[config.mk]
export PLATFORM = sky130hd
export DESIGN_NAME = t5_ifetch_rsp
export DESIGN_NICKNAME = d
export VERILOG_FILES = /design/src/rtl/t5_pkg.sv /design/src/rtl/t5_ibuf.sv /design/src/rtl/t5_ifetch_rsp.sv
export SDC_FILE = /design/constraint.sdc
export NUM_CORES = 1
export LEC_CHECK = 0
export ABC_AREA = 1
export ABC_CLOCK_PERIOD_IN_PS = 900
export BUFFER_PORTS_ARGS = -buffer_cell sky130_fd_sc_hd__buf_4
export CAP_MARGIN = 30
export CORE_ASPECT_RATIO = 1.4
export CORE_MARGIN = 1
export CORE_UTILIZATION = 36
export DETAILED_ROUTE_END_ITERATION = 12
export PLACE_DENSITY_LB_ADDON = 0.25
export SLEW_MARGIN = 20
export SYNTH_ARGS = -nofsm -noshare
export SYNTH_HDL_FRONTEND = slang
export SYNTH_HIERARCHICAL = 1
export SYNTH_SLANG_ARGS = --single-unit
[constraint.sdc]
create_clock -name clk -period 0.9 [get_ports clk]
set_input_delay 0.135 -clock clk [delete_from_list [all_inputs] [get_ports clk]]
set_output_delay 0.135 -clock clk [all_outputs]
set_load 0.02 [all_outputs]
[src/rtl/t5_pkg.sv]
// Shared constants for the t5 instruction-fetch responder: FSM state encoding and width defaults.
package t5_pkg;

   localparam int XLEN_DEF  = 32;
   localparam int IBUFN_DEF = 4;

   localparam logic [0:0] S_REQ = 1'b0;
   localparam logic [0:0] S_VLD = 1'b1;

endpackage

[src/rtl/t5_ibuf.sv]
// Direct-mapped fetch buffer: combinational lookup on the current word address, fill on memory ack.
// Only instantiated when T5_IBUF_EN is defined.
module t5_ibuf
   import t5_pkg::*;
#(
   parameter int XLEN  = XLEN_DEF,
   parameter int IBUFN = IBUFN_DEF
) (
   input  logic            clk,
   input  logic            rst,
   input  logic            inv,
   input  logic [XLEN-3:0] adr,
   output logic            hit,
   output logic [XLEN-1:0] hit_dat,
   input  logic            fill_en,
   input  logic [XLEN-1:0] fill_dat
);

   localparam int IDXW = $clog2(IBUFN);
   localparam int TAGW = XLEN - 2 - IDXW;

   logic [IBUFN-1:0] valid_q;
   logic [TAGW-1:0]  tag_q [IBUFN];
   logic [XLEN-1:0]  dat_q [IBUFN];

   logic [IDXW-1:0]  idx;
   logic [TAGW-1:0]  tag;

   assign idx = adr[IDXW-1:0];
   assign tag = adr[XLEN-3:IDXW];

   // An invalidate in flight must not return data that is about to be discarded.
   assign hit     = valid_q[idx] && (tag_q[idx] == tag) && !inv;
   assign hit_dat = dat_q[idx];

   always_ff @(posedge clk) begin
      if (rst || inv) begin
         valid_q <= '0;
      end else if (fill_en) begin
         valid_q[idx] <= 1'b1;
      end
   end

   always_ff @(posedge clk) begin
      if (fill_en && !inv) begin
         tag_q[idx] <= tag;
         dat_q[idx] <= fill_dat;
      end
   end

endmodule

[src/rtl/t5_ifetch_rsp.sv]
// Instruction-fetch responder: one outstanding strobe/ack read per core fetch, registered idat,
// one-cycle ena pulse. Optional fetch buffer enabled by defining T5_IBUF_EN.
//
// state | meaning
// S_REQ | fetch pending: strobe memory (or look up buffer) for iadr, core stalled
// S_VLD | idat holds the fetched word, ena pulses for this single cycle
module t5_ifetch_rsp
   import t5_pkg::*;
#(
   parameter int XLEN  = XLEN_DEF,
   parameter int IBUFN = IBUFN_DEF
) (
   input  logic            clk,
   input  logic            rst,
   input  logic [XLEN-1:2] iadr,
   output logic [XLEN-1:0] idat,
   output logic            ena,
   input  logic            ibuf_inv,
   output logic [XLEN-1:2] mem_adr,
   output logic            mem_stb,
   input  logic            mem_ack,
   input  logic [XLEN-1:0] mem_dat
);

   logic [0:0]      state;
   logic            hit;
   logic [XLEN-1:0] hit_dat;
   logic            acc;

`ifdef T5_IBUF_EN
   t5_ibuf #(
      .XLEN  (XLEN),
      .IBUFN (IBUFN)
   ) u_ibuf (
      .clk      (clk),
      .rst      (rst),
      .inv      (ibuf_inv),
      .adr      (iadr),
      .hit      (hit),
      .hit_dat  (hit_dat),
      .fill_en  (acc),
      .fill_dat (mem_dat)
   );
`else
   logic unused_ibuf;
   assign unused_ibuf = ibuf_inv & (IBUFN > 0);
   assign hit         = 1'b0;
   assign hit_dat     = '0;
`endif

   // Strobe drops combinationally in the reset cycle so an in-flight read is cancelled at once.
   assign mem_stb = !rst && (state == S_REQ) && !hit;
   assign mem_adr = mem_stb ? iadr : '0;
   assign ena     = !rst && (state == S_VLD);
   assign acc     = mem_stb && mem_ack;

   always_ff @(posedge clk) begin
      if (rst) begin
         state <= S_REQ;
         idat  <= '0;
      end else begin
         case (state)
            S_REQ: begin
               if (hit) begin
                  idat  <= hit_dat;
                  state <= S_VLD;
               end else if (acc) begin
                  idat  <= mem_dat;
                  state <= S_VLD;
               end
            end
            S_VLD:   state <= S_REQ;
            default: state <= S_REQ;
         endcase
      end
   end

endmodule

==> metrics.txt <==
CTS buffer count=5; Total GRT Usage=0.200; failing checks=setup timing; Seq/Total Area, Yosys=0.387; WL final=5530 um; Post-Place Cells=465; CTS Buffer Depth=2; port buffer count=128; #FFs+latches synth=33; Die X=60.2 um; Yosys cell types=11; CTS tree=yes; largest net degree at the start of global routing=22; Power Density=1250 mW/mm2; Initial Utilization=0.377; status=complete, but fails checks; endpoint type of the worst setup path=output pin; final worst slack=-0.420 ns; period utilisation layout=1.47; top_reg_cell synth=dfxtp_1; Leak=1.80 nW; Req. time, crit path=0.76 ns; CP cell instances=nor2_8 -> inv_6 -> buf_12 -> nor2_4 -> buf_6; die area=0.00503 mm2; Routed WL per cell=11.7 um; FMAX=0.757 GHz; WS Path Type=reg -> out; Mapped Cells=276; critical path startpoint category=flop; DR iter-0 viols=75; CP peak stage delay=0.36 ns; non-filler cells, final=473; share of cells above drive strength 1=0.523; Synth area leader=dfxtp_1; initial antenna violation count=0; # diodes=0; final hold vios=0; crit-path max FO=9; Final #Nets=477; Core ar.=0.00454 mm2; CTS Hold Buffers Added=0; std cell rows=29; Pre-antenna DRT Iters=4; RSZ-0062 raised after global routing=true; # IOs=130; fin crit period=1.32 ns; GPL Wtd Cong=0.767; ranking of synthesized cells by area=dfxtp_1 (39%), inv_1 (14%), nand2_1 (14%); Post-synth EDFFs=0; total power=4.24 mW; htree depth=2; Post-synth ARST share=0; vias per cell=4.27; post-DP HPWL=3950 um; Syn Area/Cell=6.19 um2; clock sinks=33; peak supply drop=1130 uV; synth warn=6; GRT overflow=0; root buffer cell=clkbuf_8; vias in the first global route=1873; CP max-delay cell=dfxtp_4; # fillers=325; antenna violation net count after detailed routing=0; Die H=83.5 um; Worst-Skew Late Latency=0.27 ns; area share of the largest cell type after synthesis=0.387; synth cell count leaders=inv_1 (64), nand2_1 (64), nor2_1 (63); Setup Skew=0.00533 ns; P&R area growth vs syn=98.8%; worst slew pin tran=0.163 ns; first-pass GRT wire length=7770 um; Max-cap violations=0; max-slew violations=0; syn nets=342; Worst-path clk slew=0.06 ns; Slew HR=0.892; Hold/Removal Path Class=in -> reg; Worst Path Arrival=1.19 ns; DR vias=2020; # DRC=0; Cell Area, Synth=0.00171 mm2; # setup viols final=65
## registers in the layout (all words and copies together), names as in the netlist
signal and count:
idat 32, state 1
## final cells by class
cell class                 instances  area (um2)  area share
timing repair buffer             145        1390       0.409
inverter                          65         249      0.0733
clock buffer                       7        86.3      0.0254
sequential                        33         702       0.207
multi-input combinational        161         893       0.263
tap                               62        77.6      0.0228
## final timing paths
kind,from,end,slack [ns],cells past startpoint
setup reg to reg,state$_SDFF_PP0_,idat[1]$_SDFFE_PP0P_,-0.17,6
setup / recovery,state$_SDFF_PP0_,mem_adr[21],-0.42,5
hold / removal,mem_dat[6],idat[6]$_SDFFE_PP0P_,0.08,3
hold reg to reg,idat[2]$_SDFFE_PP0P_,idat[2]$_SDFFE_PP0P_,0.51,4
## per-layer routing
metal,vias up,GRT usage,part of all wire,routed length (um)
li1,1049,-,-,-
met1,880,0.194,0.34,1900
met2,79,0.389,0.57,3160
met3,12,0.0450,0.061,337
met4,0,0.0613,0.025,136
met5,-,0,0,0
## logic make-up after synthesis
| kind of cell | count (synthesis) | share of synthesized area |
|---|---|---|
| buf+inv | 82 | 0.223 |
| flops | 33 | 0.387 |
| simple gates | 161 | 0.391 |
## where the power goes
group	leakage, nW	switching (mW)	internal, mW	total, mW
Clock	0.0443	0.491	0.606	1.10
Combinational	1.48	0.734	0.752	1.49
Sequential	0.284	0.0695	1.59	1.66
## critical path: cells and delay by family (launching register included)
family                 cells  cell delay, ns
AND/OR/NAND/NOR            2            0.22
flip-flops                 1            0.36
buffers and inverters      3            0.33
## cells in the final DEF, fill, tap and decap left out, drive strengths merged
cell,count
buf,145
inv,65
nand2,65
nor2,64
dfxtp,33
nand3,32
clkbuf,7
## repair_timing
action,CTS,global route
resized for setup,9,73
setup buffers,0,1
gates cloned,0,0
hold endpoints to repair,0,0
setup endpoints to repair,71,91
## through the flow
step           area (um2)  setup TNS [ns]  setup slack, ns   util  hold slack [ns]
2_1_floorplan        1960           -2.35          -0.0990      -            0.273
3_3_place_gp         3070           -6.31           -0.121  0.678            0.357
3_5_place_dp         3070           -6.98           -0.136  0.678            0.361
4_1_cts              3180          -17.20           -0.440  0.701           0.0722
5_1_grt              3400          -20.64           -0.467  0.749           0.0776
6_report             3400          -16.97           -0.420  0.749           0.0808
No activity file was read; power rests on OpenSTA's default activity.
